===== config.mk =====
export PLATFORM = sky130hd
export DESIGN_NAME = spi_bootload_sequencer
export DESIGN_NICKNAME = d
export VERILOG_FILES = /design/src/rtl/spi_bootload_sequencer.sv
export SDC_FILE = /design/constraint.sdc
export NUM_CORES = 1
export LEC_CHECK = 0
export CORE_ASPECT_RATIO = 1.5
export CORE_UTILIZATION = 30
export DETAILED_ROUTE_END_ITERATION = 6
export GPL_TIMING_DRIVEN = 0
export PLACE_DENSITY = 0.54
export REMOVE_ABC_BUFFERS = 1
export SYNTH_ARGS = -nofsm -noshare
export SYNTH_HDL_FRONTEND = slang
export SYNTH_SLANG_ARGS = --single-unit

===== constraint.sdc =====
create_clock -name clk_i -period 9.4 [get_ports clk_i]
set_input_delay 1.88 -clock clk_i [delete_from_list [all_inputs] [get_ports clk_i]]
set_output_delay 1.88 -clock clk_i [all_outputs]
set_load 0.02 [all_outputs]

===== src/rtl/spi_bootload_sequencer.sv =====
// Host-side sequencer that turns one flash/ICAP operation into the register-bus
// write/read sequence expected by spi_bootload, including checksum and status polling.
module spi_bootload_sequencer #(
  parameter int unsigned PAGE_BYTES = 256,
  parameter int unsigned TIMEOUT_W  = 28
) (
  input  logic        clk_i,
  input  logic        rst_i,
  input  logic        req_valid_i,
  output logic        req_ready_o,
  input  logic [7:0]  req_op_i,
  input  logic [31:0] req_addr_i,
  input  logic [7:0]  wdat_i,
  input  logic        wdat_valid_i,
  output logic        wdat_ready_o,
  output logic [7:0]  rdat_o,
  output logic        rdat_valid_o,
  input  logic        rdat_ready_i,
  output logic        done_o,
  output logic        err_o,
  output logic [15:0] status_o,
  output logic [31:0] id_o,
  output logic [1:0]  bl_adr_o,
  output logic [15:0] bl_dat_o,
  output logic        bl_en_o,
  output logic        bl_wr_o,
  input  logic [15:0] bl_dat_i,
  input  logic        bl_valid_i
);
  localparam int unsigned CntW = $clog2(PAGE_BYTES + 1);
  localparam logic [7:0] OpProg = 8'h02;
  localparam logic [7:0] OpRead = 8'h03;
  localparam logic [7:0] OpId   = 8'h9E;

  typedef enum logic [3:0] {
    StIdle, StFrst, StFill, StAdrl, StAdrh, StCmd, StStat, StDrain, StIdl, StIdh, StDone
  } state_e;

  state_e               r_state, w_state_d;
  logic [7:0]           r_op, w_op_d;
  logic [31:0]          r_addr, w_addr_d;
  logic                 r_gap, w_gap_d;
  logic                 r_err, w_err_d;
  logic                 r_wpend, w_wpend_d;
  logic [7:0]           r_wbyte, w_wbyte_d;
  logic                 r_rhold, w_rhold_d;
  logic [7:0]           r_rbyte, w_rbyte_d;
  logic [CntW-1:0]      r_bcnt, w_bcnt_d;
  logic [TIMEOUT_W-1:0] r_tcnt, w_tcnt_d;
  logic [15:0]          r_status, w_status_d;
  logic [31:0]          r_id, w_id_d;

  logic [7:0] w_csum;
  logic       w_tmo, w_last, w_rd_req, w_rd_done;
  logic [1:0] w_rd_adr;

  assign w_csum = r_op ^ r_addr[7:0] ^ r_addr[15:8] ^ r_addr[23:16] ^ r_addr[31:24];
  assign w_tmo  = &r_tcnt;
  assign w_last = (r_bcnt == CntW'(PAGE_BYTES - 1));

  // A read is requested after the mandatory idle bus cycle, and in DRAIN only
  // once the previous byte has been handed off.
  always_comb begin
    w_rd_req = 1'b0;
    w_rd_adr = 2'd0;
    unique case (r_state)
      StStat:  begin w_rd_req = !r_gap;            w_rd_adr = 2'd3; end
      StDrain: begin w_rd_req = !r_gap && !r_rhold; w_rd_adr = 2'd0; end
      StIdl:   begin w_rd_req = !r_gap;            w_rd_adr = 2'd1; end
      StIdh:   begin w_rd_req = !r_gap;            w_rd_adr = 2'd2; end
      default: ;
    endcase
  end
  assign w_rd_done = w_rd_req && !w_tmo && bl_valid_i;

  always_comb begin
    w_state_d  = r_state;
    w_op_d     = r_op;
    w_addr_d   = r_addr;
    w_gap_d    = 1'b0;
    w_err_d    = r_err;
    w_wpend_d  = r_wpend;
    w_wbyte_d  = r_wbyte;
    w_rhold_d  = r_rhold;
    w_rbyte_d  = r_rbyte;
    w_bcnt_d   = r_bcnt;
    w_tcnt_d   = '0;
    w_status_d = r_status;
    w_id_d     = r_id;
    req_ready_o  = 1'b0;
    wdat_ready_o = 1'b0;
    rdat_valid_o = 1'b0;
    done_o       = 1'b0;
    err_o        = 1'b0;
    bl_adr_o     = 2'd0;
    bl_dat_o     = 16'h0000;
    bl_en_o      = 1'b0;
    bl_wr_o      = 1'b0;

    unique case (r_state)
      StIdle: begin
        req_ready_o = 1'b1;
        if (req_valid_i) begin
          w_op_d    = req_op_i;
          w_addr_d  = req_addr_i;
          w_err_d   = 1'b0;
          w_bcnt_d  = '0;
          w_wpend_d = 1'b0;
          w_rhold_d = 1'b0;
          w_state_d = (req_op_i == OpProg || req_op_i == OpRead) ? StFrst : StAdrl;
        end
      end
      StFrst: begin
        bl_en_o = 1'b1; bl_wr_o = 1'b1; bl_adr_o = 2'd0; bl_dat_o = 16'h8000;
        w_gap_d   = 1'b1;
        w_state_d = (r_op == OpProg) ? StFill : StAdrl;
      end
      StFill: begin
        // The accept cycle itself keeps the bus idle, so no extra gap is inserted.
        if (r_wpend) begin
          bl_en_o = 1'b1; bl_wr_o = 1'b1; bl_adr_o = 2'd0; bl_dat_o = {8'h00, r_wbyte};
          w_wpend_d = 1'b0;
          w_gap_d   = 1'b1;
          if (w_last) begin
            w_bcnt_d  = '0;
            w_state_d = StAdrl;
          end else begin
            w_bcnt_d = r_bcnt + 1'b1;
          end
        end else begin
          wdat_ready_o = 1'b1;
          if (wdat_valid_i) begin
            w_wbyte_d = wdat_i;
            w_wpend_d = 1'b1;
          end
        end
      end
      StAdrl: if (!r_gap) begin
        bl_en_o = 1'b1; bl_wr_o = 1'b1; bl_adr_o = 2'd1; bl_dat_o = r_addr[15:0];
        w_gap_d = 1'b1; w_state_d = StAdrh;
      end
      StAdrh: if (!r_gap) begin
        bl_en_o = 1'b1; bl_wr_o = 1'b1; bl_adr_o = 2'd2; bl_dat_o = r_addr[31:16];
        w_gap_d = 1'b1; w_state_d = StCmd;
      end
      StCmd: if (!r_gap) begin
        bl_en_o = 1'b1; bl_wr_o = 1'b1; bl_adr_o = 2'd3; bl_dat_o = {w_csum, r_op};
        w_gap_d = 1'b1; w_state_d = StStat;
      end
      StStat: if (w_rd_done) begin
        w_status_d = bl_dat_i;
        w_state_d  = (r_op == OpRead) ? StDrain : (r_op == OpId) ? StIdl : StDone;
      end
      StDrain: begin
        if (r_rhold) begin
          rdat_valid_o = 1'b1;
          if (rdat_ready_i) begin
            w_rhold_d = 1'b0;
            if (w_last) w_state_d = StDone;
            else        w_bcnt_d  = r_bcnt + 1'b1;
          end
        end else if (w_rd_done) begin
          w_rbyte_d = bl_dat_i[7:0];
          w_rhold_d = 1'b1;
          if (!bl_dat_i[8]) w_err_d = 1'b1;
        end
      end
      StIdl: if (w_rd_done) begin
        w_id_d[15:0] = bl_dat_i;
        w_state_d    = StIdh;
      end
      StIdh: if (w_rd_done) begin
        w_id_d[31:16] = bl_dat_i;
        w_state_d     = StDone;
      end
      StDone: begin
        done_o    = 1'b1;
        err_o     = r_err;
        w_state_d = StIdle;
      end
      default: w_state_d = StIdle;
    endcase

    // Shared read handshake and wait-counter/timeout handling.
    if (w_rd_req) begin
      bl_adr_o = w_rd_adr;
      if (w_tmo) begin
        w_err_d   = 1'b1;
        w_rhold_d = 1'b0;
        w_state_d = StDone;
        if (r_state == StStat) w_status_d = 16'hFFFF;
      end else begin
        bl_en_o = 1'b1;
        if (bl_valid_i) w_gap_d  = 1'b1;
        else            w_tcnt_d = r_tcnt + 1'b1;
      end
    end
  end

  always_ff @(posedge clk_i or posedge rst_i) begin
    if (rst_i) begin
      r_state  <= StIdle;
      r_op     <= 8'h00;
      r_addr   <= 32'h0;
      r_gap    <= 1'b0;
      r_err    <= 1'b0;
      r_wpend  <= 1'b0;
      r_wbyte  <= 8'h00;
      r_rhold  <= 1'b0;
      r_rbyte  <= 8'h00;
      r_bcnt   <= '0;
      r_tcnt   <= '0;
      r_status <= 16'h0;
      r_id     <= 32'h0;
    end else begin
      r_state  <= w_state_d;
      r_op     <= w_op_d;
      r_addr   <= w_addr_d;
      r_gap    <= w_gap_d;
      r_err    <= w_err_d;
      r_wpend  <= w_wpend_d;
      r_wbyte  <= w_wbyte_d;
      r_rhold  <= w_rhold_d;
      r_rbyte  <= w_rbyte_d;
      r_bcnt   <= w_bcnt_d;
      r_tcnt   <= w_tcnt_d;
      r_status <= w_status_d;
      r_id     <= w_id_d;
    end
  end

  assign rdat_o   = r_rbyte;
  assign status_o = r_status;
  assign id_o     = r_id;
endmodule


==> results of run 1 <==
==> worst max-delay path, stage by stage (launching register included) <==
cell             delay (ns)
dfrtp_2                0.93
nand2_1                0.23
nor3b_2                0.61
buf_6                  0.24
a22oi_1                0.09
o21ai_0                0.14
clkdlybuf4s50_1        0.66
==> registers in the layout (all words and copies together) (netlist names), 4 cells and up <==
name	count
id_o	32
r_addr	32
r_tcnt	28
status_o	16
r_bcnt	9
r_op	8
r_wbyte	8
rdat_o	8
r_state	4
==> cell usage in the layout (no fill, tap or decap), types with 3 or more instances in the layout <==
cell             Yosys  layout
a21oi_1              7       7
a22oi_1              9       9
a31oi_1              4       4
and2_1               6       6
and3_1               8       8
and4_1               4       4
bufinv_16            0       3
clkbuf_16            0      17
clkdlybuf4s50_1      0     150
clkinv_2             0       3
dfrtp_1            149     148
ha_1                 4       4
inv_1               11      10
inv_6                0       3
mux2_2              80      80
mux2_4               9       9
mux2i_1             24      24
nand2_1             63      62
nand2b_1             7       7
nand3_1             14      14
nand4_1              8       8
nor2_1              55      55
nor2b_1              6       6
nor3_1               3       3
nor4_1               3       3
o21ai_0             25      25
o21ai_1              8       8
xnor2_1             28      28
xor2_1              31      31
==> routing by layer <==
layer / GRT usage [%] / vias up / wire (µm)
li1: - / 2490 / -
met1: 18.0 / 2549 / 7520
met2: 26.8 / 117 / 9510
met3: 4.37 / 20 / 928
met4: 5.34 / 2 / 287
met5: 0 / - / 17
==> worst paths after layout <==
check                      slack (ns)  cells after the start           end
max                              4.18                      6   bl_dat_o[5]
min reg2reg                      0.49                      1     r_tcnt[0]
min                              0.49                      1     r_tcnt[0]
max in group asynchronous        6.71                      3    r_state[0]
min in group asynchronous        1.89                      2  status_o[13]
max reg2reg                      6.50                      5      id_o[18]
==> metrics by stage <==
stage	hold slack, ns	setup WS (ns)	area (µm²)	total power [mW]
floorplan	0.448	3.51	7090	1.73
global placement	0.471	0.947	8990	2.15
detailed placement	0.484	4.58	9060	2.17
CTS	0.502	4.12	9670	2.89
global route	0.507	3.91	9670	3.03
finish	0.495	4.18	9670	2.85
==> power groups by stage <==
stage	logic [mW]	registers, mW	clock network, mW
after floorplan	0.671	1.06	0
after global placement	1.13	1.03	0
after detailed placement	1.13	1.03	0
after CTS	1.14	1.02	0.728
after global routing	1.22	1.05	0.755
final	1.12	1.02	0.711
==> cell families (layout without fill, tap and decap cells) <==
family,after synthesis,count (layout),share of synthesized area (%)
simple gates,198,198,14.1
flops,149,149,51.5
mux,113,113,17.6
compound gates,72,72,6.29
xor+xnor,59,59,7.14
buf+inv,37,195,2.61
fa+ha+maj,4,4,0.692
==> cell type report <==
type | instances | area share [%]
Clock buffer | 20 | 4.72
Clock inverter | 11 | 1.53
Inverter | 11 | 0.505
Multi-Input combinational cell | 446 | 34.4
Sequential cell | 149 | 38.6
Tap cell | 319 | 4.13
Timing Repair Buffer | 153 | 16.1
==> impl_metrics.yaml, run 1 <==
power:
  clockPowerShare_pct: 25.0
  swShare_pct: 35.3
  pwr_density_cell_nw_per_um2: 295
  power_switching_mw: 1.01
  seqPwrFrac_pct: 35.9
  p_leak_nw: 4.00
  pwr-share-comb_pct: 39.2
  p_int_mw: 1.84
  vdd_ir_drop_max_mv: 0.125
timing:
  rsz0062_at_grt: "no"
  finalSetupTns_ns: 0
  fin_crit_ns: 5.22
  worst_pin_slew_ns: 1.18
  timing.fmax_ghz: 0.192
  setup_violations: 0
  fin_worst_skew_ns: 0.00782
  finalCritPeriodShare_pct: 55.5
  relSlewSlack_pct: 21.5
  final_max_slew_viol_count: 0
  final_hold_viol_count: 0
synthesis:
  syn_inst: 632
  synth_edf_count: 0
  yosys_most_used_dff: "dfrtp_1"
  syn_area_per_cell_um2: 11.5
  synth_area_leaders: "dfrtp_1, mux2_2, xor2_1"
  synth-seq-area-share_pct: 51.5
  synth_top_cell_by_area: "dfrtp_1"
  synthDominantCellAreaShare_pct: 51.5
  ys_types: 59
  yosys_warnings: 0
  synth_seq_cells: 149
  ys_async_sr_fraction_pct: 100
  mappedNetlistArea_um2: 7240
  yosys-top-cells-count: "dfrtp_1, mux2_2, nand2_1, nor2_1, xor2_1"
  yosysMostFrequentCell: "dfrtp_1"
setup_path:
  crit_path_start: "r_state[0]"
  worstPathRequired_ns: 7.52
  crit_fanout: 36
  path_class: "flip-flop to primary output"
  arrival_ns: 3.34
  critPathCaptureType: "primary output"
  startpoint_type: "flip-flop"
  r2r-start: "r_state[1]"
floorplan:
  start_util_pct: 30.6
  io_pins: 151
  coreArea_um2: 23700
  die_area_um2: 24800
  dieWidth_um: 129
  die_h_um: 192
  fp-row-count: 69
global_routing:
  grt_overflow: 0
  first_global_vias: 5212
  grt_pass1_wl_um: 28900
  grt_max_degree: 84
  antenna_found_initial: 1
  grt.total_usage_pct: 15.4
final_layout:
  final_core_util_pct: 40.9
  area_growth_pct: 33.6
  n_antenna_cell: 0
  fin_nets: 852
  fin_cells: 1109
  fill_cells: 2311
  multiInputGateArea_um2: 3330
  drive_gt1_share_pct: 17.8
  area.sequential_um2: 3730
clocking:
  clk_pin_slew_ns: 0.06
  clockBufferDepth: 2
  cts_made_buffers: 17
  ctsResizeCount: 0
  clock_sink_count: 149
  cts_tree: "yes"
  clockRootBuffer: "clkbuf_16"
  holdBufCountCts: 0
  cts_max_level: 4
  insertion_delay_ns: 0.42
  post_cts_buffers: 0
drt:
  drt-pass1-iter-count: 5
  post_drt_wl_per_cell_um: 16.5
  finalWirelength_um: 18300
  drc: 0
  viasPerCell: 4.67
  vias: 5178
  drtIter0Drc: 213
  postRouteAntennaNets: 0
worst_hold_path:
  hp-class: "flip-flop to flip-flop"
  min-delay-start: "r_tcnt[0]"
placement:
  port_buffers: 150
  dp_hpwl_um: 12600
  dp.cells: 1078
  place.gp.congestion: 0.737
flow_run:
  maxCapViolCount: 0
outcome:
  status: "completed"
(Power assumes the default switching activity.)
==> inputs of run 2 (changes only) <==
clock period = 4.8 ns   (was 9.4 ns; I/O delays follow)
==> results of run 2 <==
The final DEF is identical to that of run 1. Status: completed.
Main changes from that run: setup slack after placement 4.58 ns -> 0.898 ns; setup slack after layout 4.18 ns -> 0.504 ns; register-to-register setup slack 6.50 ns -> 1.90 ns; total power 2.85 mW -> 5.58 mW; worst IR drop on VDD 0.125 mV -> 0.245 mV
==> inputs of run 3 (changes only) <==
ABC_CLOCK_PERIOD_IN_PS = 4800   (was default)
==> results of run 3 <==
The final DEF is identical to that of run 1. Status: completed.
Main changes from that run: setup slack after placement 4.58 ns -> 0.898 ns; setup slack after layout 4.18 ns -> 0.504 ns; register-to-register setup slack 6.50 ns -> 1.90 ns; total power 2.85 mW -> 5.58 mW; worst IR drop on VDD 0.125 mV -> 0.245 mV
